`src/rtl/mux4_arbiter.sv`:
```
// mux4_arbiter
//   Round-robin arbiter that shares a 4:1 data multiplexer among four
//   requesters. A registered one-hot grant selects one requester. Each
//   granted cycle with the grantee still requesting is a "beat": the
//   selected word is captured into y and y_valid pulses for that cycle.
//   A grant is held for at most MAX_BURST beats while another requester
//   is waiting. After that, the grant rotates to the next requester.
//
//   Optional feature (compile-time macro MUX4_ARB_FIXED_PRIO_EN):
//     When this macro is defined, the arbiter uses fixed priority
//     (requester 0 is highest) with no burst limit. A grant is then held
//     until the grantee drops req. ptr and cnt stay at 0 in this mode.
//
//   Parameters
//     DW        data width of d0..d3 and y
//     MAX_BURST beats per grant before forced rotation (>= 1)
//
//   Ports
//     clk      rising-edge clock
//     rst_n    asynchronous active-low reset
//     req      per-requester request lines
//     d0..d3   requester data, valid while the matching req bit is high
//     gnt      registered one-hot grant, zero when idle
//     sel      registered mux select (current or last grantee)
//     y        registered output word
//     y_valid  one-cycle strobe per transferred beat
//     busy     high while a grant is active
module mux4_arbiter #(
  parameter int DW        = 8,
  parameter int MAX_BURST = 4
) (
  input  logic          clk,
  input  logic          rst_n,
  input  logic [3:0]    req,
  input  logic [DW-1:0] d0,
  input  logic [DW-1:0] d1,
  input  logic [DW-1:0] d2,
  input  logic [DW-1:0] d3,
  output logic [3:0]    gnt,
  output logic [1:0]    sel,
  output logic [DW-1:0] y,
  output logic          y_valid,
  output logic          busy
);

  localparam int CW = (MAX_BURST > 1) ? $clog2(MAX_BURST) : 1;
  localparam logic [CW-1:0] CNT_LAST = CW'(MAX_BURST - 1);

  typedef enum logic {IDLE, GRANT} state_t;

  state_t        state, state_nxt;
  logic [1:0]    ptr, ptr_nxt;
  logic [1:0]    sel_nxt;
  logic [3:0]    gnt_nxt;
  logic [CW-1:0] cnt, cnt_nxt;
  logic [DW-1:0] y_nxt;
  logic          y_valid_nxt;
  logic [DW-1:0] d_sel;
  logic          beat;
  logic          rearb;
  logic [2:0]    win;  // {found, index}

  // Scan req starting at 'start' and wrapping. The lowest offset wins,
  // so the loop runs from high to low offset and the last hit is kept.
  function automatic logic [2:0] pick_rr(input logic [3:0] r, input logic [1:0] start);
    logic [2:0] res;
    logic [1:0] idx;
    res = 3'b000;
    for (int k = 3; k >= 0; k--) begin
      idx = start + 2'(k);
      if (r[idx]) res = {1'b1, idx};
    end
    return res;
  endfunction

  // Lowest set index wins.
  function automatic logic [2:0] pick_fixed(input logic [3:0] r);
    logic [2:0] res;
    res = 3'b000;
    for (int k = 3; k >= 0; k--) begin
      if (r[k]) res = {1'b1, 2'(k)};
    end
    return res;
  endfunction

  always_comb begin
    d_sel = d0;
    case (sel)
      2'd0: d_sel = d0;
      2'd1: d_sel = d1;
      2'd2: d_sel = d2;
      2'd3: d_sel = d3;
      default: d_sel = d0;
    endcase
  end

  assign beat = (state == GRANT) && req[sel];

`ifdef MUX4_ARB_FIXED_PRIO_EN
  assign win   = pick_fixed(req);
  assign rearb = ((state == IDLE) && (req != 4'b0000)) ||
                 ((state == GRANT) && !req[sel]);
`else
  logic [3:0] others;
  // Requesters other than the current grantee that are waiting.
  assign others = req & ~(4'b0001 << sel);
  assign win    = pick_rr(req, ptr);
  assign rearb  = ((state == IDLE) && (req != 4'b0000)) ||
                  ((state == GRANT) && !req[sel]) ||
                  (beat && (cnt == CNT_LAST) && (others != 4'b0000));
`endif

  always_comb begin
    state_nxt   = state;
    sel_nxt     = sel;
    gnt_nxt     = gnt;
    ptr_nxt     = ptr;
    cnt_nxt     = cnt;
    y_nxt       = y;
    y_valid_nxt = 1'b0;

    if (beat) begin
      y_nxt       = d_sel;
      y_valid_nxt = 1'b1;
      // When no other requester is waiting at the limit, the count wraps and the grant is held.
      cnt_nxt     = (cnt == CNT_LAST) ? '0 : cnt + 1'b1;
    end

    if (rearb) begin
      if (win[2]) begin
        state_nxt = GRANT;
        sel_nxt   = win[1:0];
        gnt_nxt   = 4'b0001 << win[1:0];
        ptr_nxt   = win[1:0] + 2'd1;
        cnt_nxt   = '0;
      end else begin
        state_nxt = IDLE;
        gnt_nxt   = 4'b0000;
      end
    end

`ifdef MUX4_ARB_FIXED_PRIO_EN
    ptr_nxt = 2'd0;
    cnt_nxt = '0;
`endif
  end

  always_ff @(posedge clk or negedge rst_n) begin
    if (!rst_n) begin
      state   <= IDLE;
      gnt     <= 4'b0000;
      sel     <= 2'd0;
      ptr     <= 2'd0;
      cnt     <= '0;
      y       <= '0;
      y_valid <= 1'b0;
    end else begin
      state   <= state_nxt;
      gnt     <= gnt_nxt;
      sel     <= sel_nxt;
      ptr     <= ptr_nxt;
      cnt     <= cnt_nxt;
      y       <= y_nxt;
      y_valid <= y_valid_nxt;
    end
  end

  assign busy = (state == GRANT);

endmodule

```
`config.mk`:
```
export PLATFORM = sky130hd
export DESIGN_NAME = mux4_arbiter
export DESIGN_NICKNAME = d
export VERILOG_FILES = /design/src/rtl/mux4_arbiter.sv
export SDC_FILE = /design/constraint.sdc
export NUM_CORES = 1
export LEC_CHECK = 0
export CAP_MARGIN = 30
export CORE_AREA = 2 2 58 60
export CTS_CLUSTER_SIZE = 28
export DETAILED_ROUTE_END_ITERATION = 12
export DIE_AREA = 0 0 60 62
export GPL_TIMING_DRIVEN = 0
export PLACE_DENSITY = 0.73
export SYNTH_ARGS = -nofsm -noshare
export SYNTH_HDL_FRONTEND = slang
export SYNTH_SLANG_ARGS = --single-unit
```
`constraint.sdc`:
```
create_clock -name clk -period 2.15 [get_ports clk]
set_input_delay 0.43 -clock clk [delete_from_list [all_inputs] [get_ports clk]]
set_output_delay 0.43 -clock clk [all_outputs]
set_load 0.02 [all_outputs]
```
==> metrics.md, run 1 <==
| Metric | Value |
|---|---|
| Average cell area after synthesis | roughly 14 sq um |
| Nets | roughly 180 |
| Cts bufs inserted | 3 |
| Vias in the first global route | between 900 and 1000 |
| Slowest-stage cell, CP | clkdlybuf4s50_1 |
| Switching power share of the total | between 30% and 40% |
| Final cell count without fillers | 184 |
| Final setup violation count | 0 |
| # rows | 21 |
| Largest net degree at the start of global routing | 21 |
| Synth warn | 0 |
| WP data arrival | 2.16 ns |
| Starting Density | a little over a third |
| Seq cells post-synth | 20 |
| Clk buf depth | 2 |
| Skew final | roughly 0.0045 ns |
| Final Hold Viols | 0 |
| Die W | ~60 um |
| Fraction of layout cells with a size suffix above 1 | between 20% and 30% |
| DP Wirelength | around 2.1 mm |
| Crit Path Max Fanout | 7 |
| Post-synthesis compound-gate area fraction | 12.26% |
| Max H-tree Level | 1 |
| CTS tree | yes |
| GPL Wtd Cong | roughly 0.72 |
| Critical path cell sequence | clkdlybuf4s50_1 > or3_4 > o221ai_2 > nand2_4 > mux2_4 |
| Post-synth cell types | 33 |
| Leakage | between 0.7 and 0.8 nW |
| Wirelength per Cell | roughly 15 um |
| Power per standard cell area | ~1300 nW/um^2 |
| Die Height | just over 60 um |
| Input/output buffers | 53 |
| Via count | between 900 and 1000 |
| Commonest non-fill, non-tap cell in the layout | clkdlybuf4s50_1 |
| Global Route Usage Sum | around 15% |
| Combinational power share | around 60% |
| Final WS setup | between 0.15 and 0.2 ns |
| Vias per Instance | between 5 and 6 |
| Max-slew violations | 0 |
| Mux share of post-synthesis cell area | 29.78% |
| Syn nets | 120 |
| Syn-to-layout area delta | 55.05% |
| Max frequency | around 0.5 GHz |
| Global-route wire length before repair | 4.105 mm |
| HP Class | flop to flop |
| CP bufs+invs | 1 |
| Min Tclk post-route | 1.970 ns |
| Critical Path Source Type | input pin |
| VDD IR max | approximately 450 uV |
| Adder-Cell Fraction of Synth Area | about 1.1% |
| Most frequent cells in the layout | clkdlybuf4s50_1 (53), dfrtp_1 (20), mux4_2 (8), mux2_2 (8), a21oi_1 (4) |
| Required @ worst endpoint | roughly 2.3 ns |
| Post-Syn Area | roughly 1200 sq um |
| Crit end category | flop |
| Diode count | 0 |
| Pre-CTS WS | -0.1359 ns |
| Post-Synth XOR/XNOR Area | less than 1% |
| Ys async rst share | between 90% and 100% |
| Sequential fraction of the synthesis area | ~43% |
| NetSw | 0.0008642 W |
| Core ar. | ~3200 sq um |
| Max_slew headroom | 42.24% |
| Period utilization | just over 90% |
| CP delay by family, top | simple AND/OR/NAND/NOR gates |
| Clock Power Share | approximately 13% |
| Hold Buf Count CTS | 0 |
| Placed cells | 180 |
| CTS clk-pin slew, worst paths | 0.11 ns |
| Setup CP Type | input pin to flop |
| CTS root buf | clkbuf_4 |
| IO Count | 54 |
| Starting DRC count in detailed routing | 36 |
| Worst Max-Slew Pin Slew | 0.8637 ns |
| Pint | approximately 0.0015 W |
| Initial antenna violation count | 0 |
| Max stage delay on crit path | around 0.52 ns |
| Clk Latency, worst-skew pair | about 0.3 ns |
| Status | completed |
| WL final | about 2.7 mm |
| Sequential Power Share | between 20 and 30% |
| CTS resizes | 0 |
| Number of max-cap violations | 0 |
| RSZ-0062 raised after global routing | false |
| Setup bufs post-CTS | 0 |
| Drc violations | 0 |
| Simple-gate share of the synthesized area | ~8.7% |
| EDFF count, synth | 0 |
| Clk sink count | 20 |
| Largest family of logic cells by synthesized area | multiplexers |
| Post-route ant nets | 0 |
| Die area | approximately 3700 sq um |
| Syn Inst Count | 81 |
| Main flop type after synthesis | dfrtp_1 |
| Drt first pass iters | 4 |
| Congestion Overflow GR | 0 |
[worst reg2reg max path, delay by kind of cell (launching register included)]
kind                   cells  cell delay (ns)
buffers and inverters      1             0.15
flip-flops                 1             0.49
multiplexers               2             0.91
AND/OR/NAND/NOR            1             0.11
[power by group through the flow]
stage | combinational [W] | sequential [W] | clock (W)
2_1_floorplan | 0.000790 | 0.000837 | 0
3_3_place_gp | 0.00143 | 0.000673 | 0
3_5_place_dp | 0.00145 | 0.000683 | 0
4_1_cts | 0.00146 | 0.000674 | 0.000318
5_1_grt | 0.00154 | 0.000698 | 0.000331
6_report | 0.00144 | 0.000675 | 0.000304
[final timing paths]
check                       start     end  slack, ns  cells past startpoint
setup / recovery           req[0]  ptr[1]       0.18                      5
hold / removal               y[0]    y[0]       0.52                      1
setup reg to reg           sel[0]    y[7]       0.39                      4
hold reg to reg              y[0]    y[0]       0.52                      1
max in group asynchronous   rst_n    y[2]       1.01                      1
min in group asynchronous   rst_n    y[0]       0.61                      1
[cell families after synthesis]
family | Yosys count
AOI/OAI and AO/OA | 17
xor gates and xnor gates | 1
adders and majority gates | 1
buffers and inverters | 7
DFF | 20
muxes | 21
and+or+nand+nor | 14
[synth_stat cells, types with 3 or more instances]
cell     count  area [sq um]
nand2_1      3         11.26
nand2_4      3         33.78
inv_1        3         11.26
mux4_2       8         180.2
mux2_2       8         90.09
dfrtp_1     20         500.5
a21oi_1      4         20.02
[state kept, by name, indices dropped and copies added (netlist names)]
| register | flops |
|---|---|
| busy | 1 |
| cnt | 2 |
| gnt | 4 |
| y | 8 |
| y_valid | 1 |
| ptr | 2 |
| sel | 2 |
[stage by stage]
stage               setup TNS (ns)  utilization (%)  hold WS, ns  cell area (sq um)  power (W)
floorplan                        0                -       0.1344               1164   0.001627
global route                     0            56.75       0.5288               1804   0.002571
global placement           -0.6321            55.10       0.4877               1752   0.002100
finish                           0            56.75       0.5167               1804   0.002414
detailed placement          -1.127            55.10       0.4883               1752   0.002136
CTS                              0            56.75       0.5212               1804   0.002452
[metal layers]
metal / up-vias / track usage, % / wire length [um]
li1: 429 / - / -
met3: 4 / 4.762 / 261
met4: 0 / 7.302 / 31
met2: 35 / 26.55 / 1371
met5: - / 0 / 0
met1: 465 / 15.81 / 1061
[layout make-up]
class | instances | area [sq um]
buffer | 3 | 36.28
clock buffer | 3 | 22.52
clock inverter | 1 | 30.03
fill | 288 | 1375
inverter | 4 | 15.01
multi-input combinational | 54 | 611.8
sequential | 20 | 500.5
tap | 46 | 57.56
timing repair buffer | 53 | 530.5
(Power assumes the default switching activity.)
==> run 2, diff against run 1 <==
--- a/config.mk
+++ b/config.mk
@@ -11,5 +11,4 @@
 export DETAILED_ROUTE_END_ITERATION = 12
 export DIE_AREA = 0 0 60 62
-export GPL_TIMING_DRIVEN = 0
 export PLACE_DENSITY = 0.73
 export SYNTH_ARGS = -nofsm -noshare
==> constraint.sdc (replaced) <==
create_clock -name clk -period 2.15 [get_ports clk]
set_input_delay 0.215 -clock clk [delete_from_list [all_inputs] [get_ports clk]]
set_output_delay 0.215 -clock clk [all_outputs]
set_load 0.02 [all_outputs]
==> run 2 against run 1 <==
Compared with the run above: combinational power shrank 3%; sequential share of layout area is 0.12 points higher; flip-flop and latch count did not move; register-to-register slack worse by 0.04 ns; wire length is 3.2% lower; clock skew down 0.0017 ns; design area fell by 0.42%; global-route usage up 0.064 points; hold slack worse by 0.26 ns; non-clock buffer count grew 3; first-iteration DRC count shrank 86%; final cell count is 1.6% higher.
==> metrics.md, run 2 (synthesized netlist as in run 1, its figures left out) <==
| Metric | Value |
|---|---|
| Status | completed |
| # fillers | around 280 |
| Input/output buffers | 53 |
| CTS resizes | 0 |
| Cts bufs inserted | 3 |
| Multi-input logic area | about 610 sq um |
| Max H-tree Level | 1 |
| Setup CP Type | flop to flop |
| Vias in the first global route | 952 |
| CTS clk-pin slew, worst paths | 0.10 ns |
| Critical path cell sequence | mux4_2 > nand2_4 > nand2_4 > nand2_4 > mux2_4 |
| Setup bufs post-CTS | 0 |
| Wirelength per Cell | around 14 um |
| Critical Path Source Type | flop |
| Global-route wire length before repair | between 4 and 5 mm |
| Power per standard cell area | about 1300 nW/um^2 |
| Max_slew headroom | about three quarters |
| DP Wirelength | around 2.2 mm |
| Drc violations | 0 |
| Crit Path Max Fanout | 10 |
| Starting Density | between 30% and 40% |
| Required @ worst endpoint | approximately 2.3 ns |
| Syn-to-layout area delta | 54.41% |
| Most frequent cells in the layout | clkdlybuf4s50_1 (53), dfrtp_1 (20), mux4_2 (8), mux2_2 (8), buf_4 (6) |
| Global Route Usage Sum | between 10% and 20% |
| Max FFs per register | 8 |
| Max-slew violations | 0 |
| Starting DRC count in detailed routing | 5 |
| Slowest-stage cell, CP | mux4_2 |
| Number of max-cap violations | 0 |
| CP delay by family, top | multiplexers |
| Max frequency | 0.5556 GHz |
| Leakage | 0.7239 nW |
| Core ar. | roughly 3200 sq um |
| # rows | 21 |
| HP Class | input pin to asynchronous set/reset pin |
| Final core utilization | roughly 57% |
| Worst Max-Slew Pin Slew | between 0.4 and 0.5 ns |
| CP bufs+invs | 0 |
| Register area | 500.5 sq um |
| CTS tree | yes |
| Largest net degree at the start of global routing | 21 |
| Die area | approximately 3700 sq um |
| Max stage delay on crit path | ~0.56 ns |
| Min Tclk post-route | roughly 1.8 ns |
| Congestion Overflow GR | 0 |
| Clk buf depth | 2 |
| Die W | 60 um |
| Most frequent cell on the critical path | nand2_4 |
| Vias per Instance | between 4 and 5 |
| IO Count | 54 |
| Nets | ~180 |
| Via count | 923 |
| Initial antenna violation count | 0 |
| Die Height | about 62 um |
| VDD IR max | about 700 uV |
| GPL Wtd Cong | 0.7782 |
| Clk Latency, worst-skew pair | slightly below 0.3 ns |
| WP data arrival | 1.99 ns |
| Placed inst area | ~1800 sq um |
| Final instance area | 1797 sq um |
| Fraction of layout cells with a size suffix above 1 | a little over a quarter |
| Crit end category | flop |
| CTS root buf | clkbuf_4 |
| WHS | approximately 0.26 ns |
| Largest register by flop count | y |
| Diode count | 0 |
| Final Hold Viols | 0 |
| Commonest non-fill, non-tap cell in the layout | clkdlybuf4s50_1 |
| Clk sink count | 20 |
| Drt first pass iters | 4 |
| Largest registers | y x8, gnt x4 |
| Skew final | around 0.0028 ns |
| Period utilization | between 80% and 90% |
| Final setup violation count | 0 |
| Post-route ant nets | 0 |
| RSZ-0062 raised after global routing | false |
| WL final | between 2 and 3 mm |
| Hold Buf Count CTS | 0 |
| TNS Setup | 0 ns |
==> run 2: cell count changes in the layout (fill, tap and decap cells not counted), sizes merged <==
cell	change
bufinv	-1
buf	+4
==> run 2: final cells by class <==
| type | count | share of cell area [%] |
|---|---|---|
| clock buffer | 4 | 2.020 |
| inverter | 4 | 0.8357 |
| multi-input combinational | 54 | 34.05 |
| sequential | 20 | 27.86 |
| tap | 46 | 3.203 |
| timing repair buffer | 59 | 32.03 |
==> run 2: worst paths after layout <==
path	start	to	slack [ns]	depth (start not counted)
max	sel[0]	ptr[1]	0.35	5
min	rst_n	y[0]	0.26	2
max reg2reg	sel[0]	ptr[1]	0.35	5
min reg2reg	gnt[0]	gnt[0]	0.52	1
max in group asynchronous	rst_n	gnt[0]	1.69	2
min in group clk	gnt[0]	gnt[0]	0.52	1
==> run 2: metal layers <==
metal  wire (um)  up-vias  track usage (%)
met5           0        -                0
met4          10        0            2.540
met3         267        2            6.625
met2        1362       36            27.80
met1         997      450            15.74
li1            -      435                -
==> run 2: worst register-to-register path: stages (launching register included) <==
cell and delay, ns:
dfrtp_1 0.47, mux4_2 0.56, nand2_4 0.17, nand2_4 0.09, nand2_4 0.10, mux2_4 0.30
==> run 2: metrics by stage <==
step	std cells	power (W)	setup slack, ns
global route	187	0.002471	0.2611
floorplan	81	0.001627	0.3727
CTS	187	0.002337	0.3353
detailed placement	183	0.002123	0.09089
global placement	183	0.002089	0.1346
finish	187	0.002302	0.3503
==> run 2: power by group <==
part	internal [W]	total [W]	switching (W)
Combinational	0.000796	0.00139	0.000599
Sequential	0.000554	0.000698	0.000144
Clock	0.000103	0.000209	0.000106
==> run 3, diff against run 2 <==
Settings changed: CORE_AREA 2 2 58 60 to 2 2 60 62, DIE_AREA 0 0 60 62 to 0 0 62 64, PLACE_DENSITY 0.73 to 0.72.
Clock period 2.15 ns to 1.5 ns, I/O delays scaled along.
==> run 3 against run 2 <==
Compared with the run above: the flow now finishes with violations (setup timing); sequential power is 40% higher; critical path depth is the same; design area grew 8.1%; utilization is 2.6 points higher; critical endpoint is now sel[0]; largest cell class is now buffers; largest power group unchanged.
==> metrics.md, run 3 (synthesized netlist as in run 1, its figures left out) <==
| Metric | Value |
|---|---|
| # fillers | ~290 |
| CTS clk-pin slew, worst paths | 0.11 ns |
| Initial antenna violation count | 0 |
| Cts bufs inserted | 3 |
| Max-slew violations | 0 |
| Commonest non-fill, non-tap cell in the layout | clkdlybuf4s50_1 |
| Worst r2r src | sel[0] |
| RSZ-0062 raised after global routing | true |
| Die area | between 3000 and 4000 sq um |
| Power per standard cell area | 1890 nW/um^2 |
| # rows | 21 |
| Hold Buf Count CTS | 0 |
| Vias per Instance | 4.975 |
| Via count | about 1000 |
| Placed inst area | ~1900 sq um |
| Most frequent cells in the layout | clkdlybuf4s50_1 (50), dfrtp_1 (18), buf_4 (17) |
| Final WS setup | -0.1832 ns |
| Failing checks | setup timing |
| Diode count | 0 |
| R2r endpoint | sel[0] |
| Die Height | ~64 um |
| Congestion Overflow GR | 0 |
| Global-route wire length before repair | 4.498 mm |
| Fraction of layout cells with a size suffix above 1 | a little over a third |
| End point of the critical path | sel[0] |
| Skew final | around 0.0035 ns |
| Largest net degree at the start of global routing | 21 |
| Setup CP Type | flop to flop |
| IO Count | 54 |
| Pint | between 0.002 and 0.0025 W |
| Drt first pass iters | 2 |
| Clock Power Share | between 8 and 9% |
| Final Hold Viols | 0 |
| Clk Latency, worst-skew pair | 0.29 ns |
| Max H-tree Level | 1 |
| Vias in the first global route | roughly 1000 |
| Largest registers | y x8, gnt x4 |
| Crit end category | flop |
| Max_slew headroom | between 70% and 80% |
| HP Class | input pin to asynchronous set/reset pin |
| WP data arrival | about 1.9 ns |
| Core ar. | roughly 3300 sq um |
| CTS root buf | clkbuf_4 |
| Drc violations | 0 |
| FF-to-FF path depth | 5 |
| Clk buf depth | 2 |
| Starting Density | roughly 35% |
| Post-route ant nets | 0 |
| DP Wirelength | between 2 and 2.5 mm |
| Combinational power share | between 60% and 70% |
| Min Tclk post-route | ~1.7 ns |
| GPL Wtd Cong | approximately 0.73 |
| Critical Path Source Type | flop |
| Die W | about 62 um |
| Status | finished, violations left |
| Switching power share of the total | a little over a third |
| WHS | ~0.18 ns |
| VDD IR max | 1037 uV |
| Total Power | 0.003673 W |
| Input/output buffers | between 50 and 60 |
| Worst Max-Slew Pin Slew | between 0.3 and 0.4 ns |
| CTS tree | yes |
| Wirelength per Cell | 15.09 um |
| Startpoint of the worst setup timing path | sel[0] |
| Final instance area | 1943 sq um |
| Max FFs per register | 8 |
| Largest register by flop count | y |
| Leakage | slightly above 0.8 nW |
| Number of max-cap violations | 0 |
| Global Route Usage Sum | between 10 and 15% |
| Register-to-Register Setup Slack | -0.18 ns |
| NetSw | 0.001328 W |
| Clk sink count | 20 |
| Starting DRC count in detailed routing | 10 |
| Max frequency | between 0.5 and 0.6 GHz |
| Nets | roughly 190 |
| Crit Path Max Fanout | 6 |
| Final setup violation count | 18 |
| Required @ worst endpoint | ~1.7 ns |
| Final core utilization | around three fifths |
| Period utilization | 112.2% |
| Sequential Power Share | between 20% and 30% |
| Syn-to-layout area delta | 66.99% |
| WL final | about 3.0 mm |
## run 3: final cells by class
class	count	area, sq um	share of cell area, %
timing repair buffer	72	685.7	35.29
inverter	4	15.01	0.7727
clock buffer	4	36.28	1.867
sequential	20	503.0	25.89
multi-input combinational	54	645.6	33.23
tap	46	57.56	2.962
## run 3: through the flow
| step | TNS [ns] | worst slack, ns | instances |
|---|---|---|---|
| 2_1_floorplan | -2.194 | -0.1764 | 81 |
| 3_3_place_gp | -5.778 | -0.3714 | 193 |
| 3_5_place_dp | -6.349 | -0.4059 | 193 |
| 4_1_cts | -3.095 | -0.2013 | 200 |
| 5_1_grt | -3.851 | -0.2454 | 200 |
| 6_report | -2.760 | -0.1832 | 200 |
## run 3: worst min path at each step
stage	to	slack, ns	cells after the start
4_1_cts	y[0]	0.17	2
6_report	y[0]	0.18	2
5_1_grt	y[6]	0.20	2
2_1_floorplan	busy	-0.15	0
3_5_place_dp	y[7]	0.49	1
3_3_place_gp	y[7]	0.49	1
## run 3: worst max-delay path, stage by stage, from the launching register on
cell     delay [ns]
dfrtp_2        0.44
mux4_2         0.55
nand2_4        0.13
nand2_4        0.08
buf_4          0.14
a31o_2         0.24
## run 3: power by group through the flow
stage	Combinational [W]	Sequential [W]	Clock [W]
after floorplan	0.00113	0.00121	0
final	0.00239	0.000975	0.000309
after global routing	0.00255	0.00102	0.000343
after detailed placement	0.00222	0.000982	0
after global placement	0.00217	0.000977	0
after CTS	0.00227	0.000969	0.000324
## run 3: repair_timing
item,CTS,global route
pin swaps,2,2
resized for setup,4,9
cloned,0,0
setup buffers,3,0
endpoints found under the setup margin,21,18
## run 3: per-layer routing
| metal | track usage, % | share of wire, % |
|---|---|---|
| met5 | 0 | 0 |
| met2 | 24.87 | 48 |
| met3 | 3.239 | 8.1 |
| met4 | 3.191 | 0 |
| met1 | 19.15 | 43 |
